$ cat src/rtl/subtractor_64_seq_if.sv
// rtl/subtractor_64_seq_if.sv - operand/result handshake bundle for the sequential subtractor
interface subtractor_64_seq_if #(
  parameter int WIDTH = 64
);
  // operand side
  logic             in_valid;
  logic             in_ready;
  logic [WIDTH-1:0] A;
  logic [WIDTH-1:0] B;
  logic             carryin;
  // result side
  logic             out_valid;
  logic             out_ready;
  logic [WIDTH-1:0] result;
  logic             carryout;
  logic             negative;
  logic             zero;
  logic             overflow;

  // producer of operands / consumer of results
  modport master (
    output in_valid, A, B, carryin, out_ready,
    input  in_ready, out_valid, result, carryout, negative, zero, overflow
  );

  // the subtractor itself
  modport slave (
    input  in_valid, A, B, carryin, out_ready,
    output in_ready, out_valid, result, carryout, negative, zero, overflow
  );
endinterface

$ cat src/rtl/subtractor_64_seq.sv
// rtl/subtractor_64_seq.sv - multi-cycle A + ~B + carryin subtractor with N/Z/V/C flags
module subtractor_64_seq #(
  parameter int WIDTH = 64,
  parameter int SLICE = 8
) (
  input  logic                clk,
  input  logic                reset,
  subtractor_64_seq_if.slave  bus
);

  localparam int NSL = WIDTH / SLICE;
  localparam int CW  = (NSL > 1) ? $clog2(NSL) : 1;
  localparam int SW  = (WIDTH > 1) ? $clog2(WIDTH) : 1;

  if (WIDTH % SLICE != 0) begin : g_bad_slice
    $error("subtractor_64_seq: WIDTH must be a multiple of SLICE");
  end

  typedef enum logic [1:0] {
    S_IDLE = 2'd0,
    S_BUSY = 2'd1,
    S_DONE = 2'd2
  } state_t;

  state_t           state_q, state_d;
  logic [CW-1:0]    cnt_q, cnt_d;
  logic             carry_q, carry_d;
  logic [WIDTH-1:0] a_q, a_d;
  logic [WIDTH-1:0] nb_q, nb_d;
  logic [WIDTH-1:0] work_q, work_d;
  logic [WIDTH-1:0] result_q, result_d;
  logic             c_q, c_d;
  logic             n_q, n_d;
  logic             z_q, z_d;
  logic             v_q, v_d;
  logic             in_ready_q, in_ready_d;
  logic             out_valid_q, out_valid_d;

  logic [SW-1:0]    base;
  logic [SLICE:0]   sl_sum;

  // Next-state logic: one slice of A + ~B + carry per BUSY cycle, carry held in carry_q between slices
  always_comb begin
    state_d     = state_q;
    cnt_d       = cnt_q;
    carry_d     = carry_q;
    a_d         = a_q;
    nb_d        = nb_q;
    work_d      = work_q;
    result_d    = result_q;
    c_d         = c_q;
    n_d         = n_q;
    z_d         = z_q;
    v_d         = v_q;
    in_ready_d  = in_ready_q;
    out_valid_d = out_valid_q;

    base   = SW'(cnt_q) * SW'(SLICE);
    sl_sum = {1'b0, a_q[base +: SLICE]} + {1'b0, nb_q[base +: SLICE]}
           + {{SLICE{1'b0}}, carry_q};

    case (state_q)
      S_IDLE: begin
        if (bus.in_valid && in_ready_q) begin
          a_d        = bus.A;
          nb_d       = ~bus.B;
          carry_d    = bus.carryin;
          cnt_d      = '0;
          state_d    = S_BUSY;
          in_ready_d = 1'b0;
        end
      end
      S_BUSY: begin
        work_d[base +: SLICE] = sl_sum[SLICE-1:0];
        carry_d               = sl_sum[SLICE];
        cnt_d                 = cnt_q + CW'(1);
        if (cnt_q == CW'(NSL - 1)) begin
          // Final slice: publish the full-width result and flags on this same edge
          state_d     = S_DONE;
          result_d    = work_d;
          c_d         = sl_sum[SLICE];
          n_d         = work_d[WIDTH-1];
          z_d         = (work_d == '0);
          // A and B signs differ exactly when A's sign equals ~B's sign
          v_d         = (a_q[WIDTH-1] == nb_q[WIDTH-1]) && (work_d[WIDTH-1] != a_q[WIDTH-1]);
          out_valid_d = 1'b1;
        end
      end
      S_DONE: begin
        // Handoff returns to IDLE only; the next accept needs in_ready to be seen high first
        if (bus.out_ready) begin
          state_d     = S_IDLE;
          out_valid_d = 1'b0;
          in_ready_d  = 1'b1;
        end
      end
      default: begin
        state_d     = S_IDLE;
        out_valid_d = 1'b0;
        in_ready_d  = 1'b1;
      end
    endcase
  end

  // State and output registers with asynchronous active-low reset
  always_ff @(posedge clk or negedge reset) begin
    if (!reset) begin
      state_q     <= S_IDLE;
      cnt_q       <= '0;
      carry_q     <= 1'b0;
      a_q         <= '0;
      nb_q        <= '0;
      work_q      <= '0;
      result_q    <= '0;
      c_q         <= 1'b0;
      n_q         <= 1'b0;
      z_q         <= 1'b0;
      v_q         <= 1'b0;
      in_ready_q  <= 1'b1;
      out_valid_q <= 1'b0;
    end else begin
      state_q     <= state_d;
      cnt_q       <= cnt_d;
      carry_q     <= carry_d;
      a_q         <= a_d;
      nb_q        <= nb_d;
      work_q      <= work_d;
      result_q    <= result_d;
      c_q         <= c_d;
      n_q         <= n_d;
      z_q         <= z_d;
      v_q         <= v_d;
      in_ready_q  <= in_ready_d;
      out_valid_q <= out_valid_d;
    end
  end

  assign bus.in_ready  = in_ready_q;
  assign bus.out_valid = out_valid_q;
  assign bus.result    = result_q;
  assign bus.carryout  = c_q;
  assign bus.negative  = n_q;
  assign bus.zero      = z_q;
  assign bus.overflow  = v_q;

endmodule
$ cat src/flat_wrapper.sv
// flat-port wrapper written by rule: the top's interface ports become plain ports
module subtractor_64_seq_flat 
#(
  parameter int WIDTH = 64,
  parameter int SLICE = 8
)
  (clk, reset, bus_in_valid, bus_A, bus_B, bus_carryin, bus_out_ready, bus_in_ready, bus_out_valid, bus_result, bus_carryout, bus_negative, bus_zero, bus_overflow);
  subtractor_64_seq_if #(.WIDTH(WIDTH)) bus_i ();
  input  logic clk;
  input  logic reset;
  input wire logic [$bits(bus_i.in_valid)-1:0] bus_in_valid;
  input wire logic [$bits(bus_i.A)-1:0] bus_A;
  input wire logic [$bits(bus_i.B)-1:0] bus_B;
  input wire logic [$bits(bus_i.carryin)-1:0] bus_carryin;
  input wire logic [$bits(bus_i.out_ready)-1:0] bus_out_ready;
  output wire logic [$bits(bus_i.in_ready)-1:0] bus_in_ready;
  output wire logic [$bits(bus_i.out_valid)-1:0] bus_out_valid;
  output wire logic [$bits(bus_i.result)-1:0] bus_result;
  output wire logic [$bits(bus_i.carryout)-1:0] bus_carryout;
  output wire logic [$bits(bus_i.negative)-1:0] bus_negative;
  output wire logic [$bits(bus_i.zero)-1:0] bus_zero;
  output wire logic [$bits(bus_i.overflow)-1:0] bus_overflow;
  assign bus_i.in_valid = bus_in_valid;
  assign bus_i.A = bus_A;
  assign bus_i.B = bus_B;
  assign bus_i.carryin = bus_carryin;
  assign bus_i.out_ready = bus_out_ready;
  assign bus_in_ready = bus_i.in_ready;
  assign bus_out_valid = bus_i.out_valid;
  assign bus_result = bus_i.result;
  assign bus_carryout = bus_i.carryout;
  assign bus_negative = bus_i.negative;
  assign bus_zero = bus_i.zero;
  assign bus_overflow = bus_i.overflow;
  subtractor_64_seq #(.WIDTH(WIDTH), .SLICE(SLICE)) u_core (.clk(clk), .reset(reset), .bus(bus_i));
endmodule
$ cat config.mk
export PLATFORM = sky130hd
export DESIGN_NAME = subtractor_64_seq_flat
export DESIGN_NICKNAME = d
export VERILOG_FILES = /design/src/rtl/subtractor_64_seq_if.sv /design/src/rtl/subtractor_64_seq.sv /design/src/flat_wrapper.sv
export SDC_FILE = /design/constraint.sdc
export NUM_CORES = 1
export LEC_CHECK = 0
export ABC_CLOCK_PERIOD_IN_PS = 4000
export CORE_MARGIN = 3
export CORE_UTILIZATION = 25
export CTS_CLUSTER_DIAMETER = 120
export CTS_CLUSTER_SIZE = 30
export DETAILED_ROUTE_END_ITERATION = 12
export PLACE_DENSITY = 0.54
export SLEW_MARGIN = 20
export SYNTH_ARGS = -nofsm -noshare
export SYNTH_HDL_FRONTEND = slang
export SYNTH_SLANG_ARGS = --single-unit
$ cat constraint.sdc
create_clock -name clk -period 4 [get_ports clk]
set_input_delay 0.8 -clock clk [delete_from_list [all_inputs] [get_ports clk]]
set_output_delay 0.8 -clock clk [all_outputs]
set_load 0.01 [all_outputs]
==> results of run 1 <==
[cell type report]
type / count / area [µm²]
fill: 5011 / 32600
sequential: 267 / 6690
multi-input combinational: 904 / 5070
timing repair buffer: 241 / 2390
tap: 615 / 769
clock buffer: 16 / 337
inverter: 9 / 33.8
clock inverter: 1 / 5.00
[cells in the mapped netlist, drive strengths merged, types with 8 or more instances]
cell type  instances  area (µm²)
a21oi             44         220
buf               19         125
clkbuf            69         259
dfrtp            266        6660
ha                11         138
inv                8        30.0
mux2              17         191
mux2i             26         260
mux4              32         721
nand2            439        1650
nor2              61         234
nor3              10        55.1
nor4              11        83.8
o21ai            180         901
[sequential cells by signal (all words and copies together), names as in the netlist]
signal and flops:
u_core.a_q 64, u_core.bus.carryout 1, u_core.bus.in_ready 1, u_core.bus.negative 1
u_core.bus.out_valid 1, u_core.bus.overflow 1, u_core.bus.result 63, u_core.bus.zero 1
u_core.carry_q 1, u_core.cnt_q 3, u_core.nb_q 64, u_core.state_q 2
u_core.work_q 64
[layer usage]
layer	share of wire	GRT usage
met5	0.00036	0
met4	0.016	0.0234
met3	0.049	0.0189
met2	0.46	0.226
met1	0.47	0.204
[cell usage in the layout, fill, tap and decap left out, drive strengths merged, types with 3 or more instances in the layout]
| cell type | instances |
|---|---|
| nand2 | 439 |
| dfrtp | 266 |
| clkdlybuf4s50 | 201 |
| o21ai | 180 |
| nor2 | 61 |
| a21oi | 44 |
| buf | 40 |
| mux4 | 32 |
| mux2i | 26 |
| mux2 | 17 |
| clkbuf | 16 |
| ha | 11 |
| nor4 | 11 |
| nor3 | 10 |
| inv | 8 |
| xor2 | 6 |
| a31oi | 6 |
| nor2b | 5 |
| nand3 | 5 |
| or2 | 5 |
| xnor2 | 4 |
| o2111ai | 4 |
| and2 | 3 |
| o31ai | 3 |
| nand2b | 3 |
[worst min-delay path by stage]
stage / endpoint / slack, ns
finish: u_core.bus.result[37] / 0.18
floorplan: u_core.a_q[16] / 0.44
global placement: u_core.a_q[10] / 0.46
global route: u_core.bus.result[37] / 0.19
detailed placement: u_core.a_q[23] / 0.46
CTS: u_core.bus.result[36] / 0.19
[through the flow]
stage / instance area, µm² / setup WS [ns]
5_1_grt: 15300 / 0.0148
4_1_cts: 15300 / 0.165
6_report: 15300 / 0.281
2_1_floorplan: 12200 / 0.325
3_3_place_gp: 14900 / 0.337
3_5_place_dp: 14900 / 0.187
[kinds of logic (layout without fill, tap and decap cells)]
family | count (synthesis) | count (layout)
mux | 75 | 75
xor+xnor | 10 | 10
flops | 267 | 267
buf+inv | 97 | 267
simple gates | 555 | 555
fa+ha+maj | 13 | 13
compound gates | 251 | 251
[power by group]
part	switching [mW]	internal [mW]	leakage (nW)
sequential	0.764	3.73	3.47
clock	0.857	0.603	0.168
combinational	4.42	2.89	3.21
total	6.04	7.23	6.85
[worst register-to-register path: stages (launching register included)]
cell      delay [ns]
dfrtp_4         0.62
mux4_2          0.55
nand2_1         0.08
nand2_1         0.10
fa_1            0.46
inv_1           0.11
fa_1            0.24
nor2b_1         0.08
o311ai_1        0.30
a21oi_1         0.21
xor2_1          0.24
o21bai_1        0.18
a21oi_1         0.11
o41ai_2         0.35
[repair_timing]
item,4_1_cts,5_1_grt
endpoints found under the setup margin,0,5
hold endpoints to repair,0,0
resized for setup,0,1
setup buffers,0,0
==> impl_metrics.tcl, run 1 <==
set metrics [dict create \
    grt_max_degree 98 \
    drv_cap 0 \
    netlist-cell-type-count 59 \
    core-area_um2 47800 \
    syn_avg_cell_area_um2 9.58 \
    critical_path.startpoint "u_core.cnt_q[0]" \
    drcViolationCount 0 \
    r2r_end "u_core.bus.zero" \
    synth-xor-area-share 0.00721 \
    path_depth 13 \
    power_density_nw_per_um2 867 \
    critPathRequiredTime_ns 4.41 \
    diodes 0 \
    initial_utilization 0.254 \
    syn_area_um2 12200 \
    critPathMaxStageDelay_ns 0.62 \
    worst_slew_pin_slew_ns 0.840 \
    ys_seq_elements 267 \
    drtPass1Iterations 5 \
    grt_pass1_vias 9456 \
    slew_viol_final 0 \
    vdd_drop_max_mv 0.852 \
    fp.dieW_um 226 \
    clk_pin_slew_worst_paths_ns 0.11 \
    critPathTopFamily "compound AO/OA/AOI/OAI gates" \
    portBuffers 202 \
    crit_fanout 14 \
    synth-async-reset-ratio 1.00 \
    slew_headroom 0.440 \
    clock_sinks 267 \
    post-dp-hpwl_mm 26.9 \
    postCtsHoldBufs 0 \
    nets 1581 \
    h-tree-depth 1 \
    drive_gt1_frac 0.0814 \
    synth-edff-count 0 \
    whs_ns 0.179 \
    synth_top_family_by_area "simple AND/OR/NAND/NOR gates" \
    detail-route-antenna-nets 0 \
    fin_crit_ns 3.72 \
    rrSetupSlack_ns 0.28 \
    clk_latency_ns 0.50 \
    worst_r2r_path_depth 13 \
    dr_total_vias 9335 \
    grt.total_usage 0.140 \
    synth_compound_area_frac 0.110 \
    cpMaxStageDelayCell "dfrtp_4" \
    arrival_ns 4.13 \
    post_drt_wl_per_cell_um 17.4 \
    grt_pass1_wl_mm 56.1 \
    cts_max_path_buffers 3 \
    cp-start-kind "flop" \
    fmax_mhz 269 \
    p_leak_nw 6.85 \
    r2r-start "u_core.cnt_q[0]" \
    crit_path_end "u_core.bus.zero" \
    gp_congestion 0.834 \
    cts-root-buf "clkbuf_16" \
    hold_viol_final 0 \
    fin_skew_ns 0.0149 \
    setup_tns_ns 0 \
    io_pins 203 \
    rsz0062_at_grt "false" \
    cp-end-kind "flop" \
    tritoncts "done" \
    areaGrowthSynthToFinish_pct 25.9 \
    synthMuxAreaShare 0.0965 \
    drt_iter0_markers 617 \
    die_height_um 226 \
    status "finished clean" \
    path_class "reg -> reg" \
    cp.buffers_inverters 1 \
    via_per_inst 4.55 \
    p_total_mw 13.3 \
    final_cells 2053 \
    post-route-util 0.320 \
    setup_viol 0 \
    yosys.area_share.simple 0.187 \
    wl_mm 35.8 \
    hold_path.class "in -> async" \
    netlist_instances 1268 \
    min_period_over_period 0.930 \
    synth_flop_cell "dfrtp_1" \
    ys_seq_area_frac 0.550 \
    yosysWarnings 0 \
    numCtsBuffers 12 \
    antenna_found_initial 1 \
    rows 80 \
    dieArea_um2 51300 \
    overflow 0 \
    dp.cells 2036 \
    synth_nets 1414 \
    synthAdderAreaFrac 0.0146 \
    path_cells "mux4_2, nand2_1, nand2_1, fa_1, inv_1, fa_1, nor2b_1, o311ai_1, a21oi_1, xor2_1, o21bai_1, a21oi_1, o41ai_2" \
]
Note: power is estimated with default switching activity, not from simulation.
==> inputs of run 2 (changes only) <==
--- a/config.mk
+++ b/config.mk
@@ -5,6 +5,7 @@
 export SDC_FILE = /design/constraint.sdc
 export NUM_CORES = 1
 export LEC_CHECK = 0
+export ABC_AREA = 0
 export ABC_CLOCK_PERIOD_IN_PS = 4000
 export CORE_MARGIN = 3
 export CORE_UTILIZATION = 25
==> results of run 2 <==
No change in the layout: final DEF, timing and power equal those of run 1.
==> inputs of run 3 (changes only) <==
--- a/config.mk
+++ b/config.mk
@@ -8,11 +8,12 @@
 export ABC_AREA = 0
 export ABC_CLOCK_PERIOD_IN_PS = 4000
 export CORE_MARGIN = 3
-export CORE_UTILIZATION = 25
+export CORE_UTILIZATION = 50
 export CTS_CLUSTER_DIAMETER = 120
 export CTS_CLUSTER_SIZE = 30
 export DETAILED_ROUTE_END_ITERATION = 12
-export PLACE_DENSITY = 0.54
+export MAX_ROUTING_LAYER = met4
+export PLACE_DENSITY = 0.86
 export SLEW_MARGIN = 20
 export SYNTH_ARGS = -nofsm -noshare
 export SYNTH_HDL_FRONTEND = slang
==> impl_metrics.tcl, run 3 (synthesized netlist as in run 1, its figures left out) <==
set metrics [dict create \
    clk_pin_slew_worst_paths_ns 0.11 \
    die_height_um 162 \
    grt_pass1_wl_mm 49.9 \
    numCtsBuffers 12 \
    status "finished clean" \
    hold_path.class "in -> async" \
    gp_congestion 0.883 \
    setup_viol 0 \
    dieArea_um2 26200 \
    placed_area_um2 14500 \
    post-dp-hpwl_mm 22.6 \
    p_clk_frac 0.111 \
    fin_ws_ns 0.209 \
    drt_iter0_markers 855 \
    worst_slew_pin_slew_ns 0.996 \
    drcViolationCount 0 \
    power_density_nw_per_um2 873 \
    io_pins 203 \
    p_leak_nw 6.81 \
    nets 1580 \
    wl_mm 30.7 \
    seqPwrFrac 0.346 \
    cp-start-kind "flop" \
    grt.total_usage 0.242 \
    vdd_drop_max_mv 0.727 \
    swShare 0.449 \
    path_class "reg -> reg" \
    slew_viol_final 0 \
    fin_skew_ns 0.0257 \
    stdcell_area_um2 14900 \
    setup_tns_ns 0 \
    via_per_inst 5.51 \
    areaGrowthSynthToFinish_pct 22.3 \
    cts_max_path_buffers 3 \
    final_cell_mix "438 x nand2_1, 264 x dfrtp_1, 201 x clkdlybuf4s50_1, 156 x o21ai_0, 59 x nor2_1" \
    fill_cells 1965 \
    hold_viol_final 0 \
    diodes 0 \
    critPathRequiredTime_ns 4.39 \
    crit_fanout 17 \
    core-area_um2 23700 \
    slew_headroom 0.336 \
    min_period_over_period 0.948 \
    portBuffers 202 \
    reg.largest.list "u_core.a_q: 64 flops, u_core.nb_q: 64 flops, u_core.work_q: 64 flops" \
    rows 56 \
    postCtsHoldBufs 0 \
    fmax_mhz 264 \
    overflow 0 \
    rsz0062_at_grt "false" \
    dr_total_vias 9691 \
    layout_commonest_cell "nand2_1" \
    tritoncts "done" \
    post_cts_buffers 0 \
    drive_gt1_frac 0.0806 \
    clock_sinks 267 \
    drv_cap 0 \
    p_total_mw 13.0 \
    post_drt_wl_per_cell_um 17.5 \
    h-tree-depth 1 \
    cp-end-kind "flop" \
    arrival_ns 4.18 \
    detail-route-antenna-nets 0 \
    grt_pass1_vias 9585 \
    combPwrFrac 0.543 \
    cts-root-buf "clkbuf_16" \
    initial_utilization 0.513 \
    netSwitchingPower_mw 5.82 \
    antenna_found_initial 0 \
    dp_slack_ns 0.311 \
    fin_crit_ns 3.79 \
    grt_max_degree 132 \
    drtPass1Iterations 5 \
    fp.dieW_um 162 \
    post_cts_resize_count 0 \
    worst_r2r_path_depth 11 \
    p_int_mw 7.15 \
    clk_latency_ns 0.50 \
]
[run 3: path summary, 6_finish.rpt]
kind | from | end | slack, ns
worst max-delay path | u_core.cnt_q[0] | u_core.bus.zero | 0.21
worst min-delay path | reset | u_core.bus.result[50] | 0.39
worst max register to register | u_core.cnt_q[0] | u_core.bus.zero | 0.21
worst min register to register | u_core.a_q[31] | u_core.a_q[31] | 0.48
max in group asynchronous | reset | u_core.a_q[62] | 2.63
min in group clk | u_core.a_q[31] | u_core.a_q[31] | 0.48
[run 3: area by class of cell]
class                      count  area, µm²  area share
clock inverter                 1       5.00    0.000337
inverter                       9       33.8     0.00227
tap                          319        399      0.0268
clock buffer                  18        344      0.0231
multi-input combinational    904       5070       0.341
sequential                   267       6690       0.450
timing repair buffer         240       2320       0.156
[run 3: per-layer routing]
layer	global-route usage	up-vias	part of all wire	wire length (µm)
met5	-	-	0	0
met4	0.0582	0	0.024	727
met3	0.0309	58	0.062	1900
met2	0.397	374	0.49	14900
met1	0.326	4671	0.43	13100
li1	-	4588	-	-
[run 3: metrics by stage]
stage / instances / hold WS, ns / util
after floorplan: 1268 / 0.440 / -
after global placement: 1739 / 0.453 / 0.613
after detailed placement: 1739 / 0.458 / 0.613
after CTS: 1758 / 0.454 / 0.627
after global routing: 1758 / 0.471 / 0.628
final: 1758 / 0.392 / 0.628
[run 3: critical path, cell delays in order (launching register included)]
cell	delay, ns
dfrtp_2	0.65
mux4_2	0.56
nand2_1	0.08
nand2_1	0.09
fa_1	0.44
inv_1	0.10
fa_1	0.27
xor2_1	0.51
a31oi_1	0.20
a2111oi_0	0.39
nand4_1	0.18
o41ai_2	0.23
[run 3: power groups by stage]
stage	Clock (mW)	Sequential (mW)	Combinational (mW)
5_1_grt	1.55	4.61	7.67
3_3_place_gp	0	4.48	6.71
6_report	1.44	4.49	7.04
3_5_place_dp	0	4.54	6.90
2_1_floorplan	0	4.33	4.32
4_1_cts	1.46	4.48	6.94
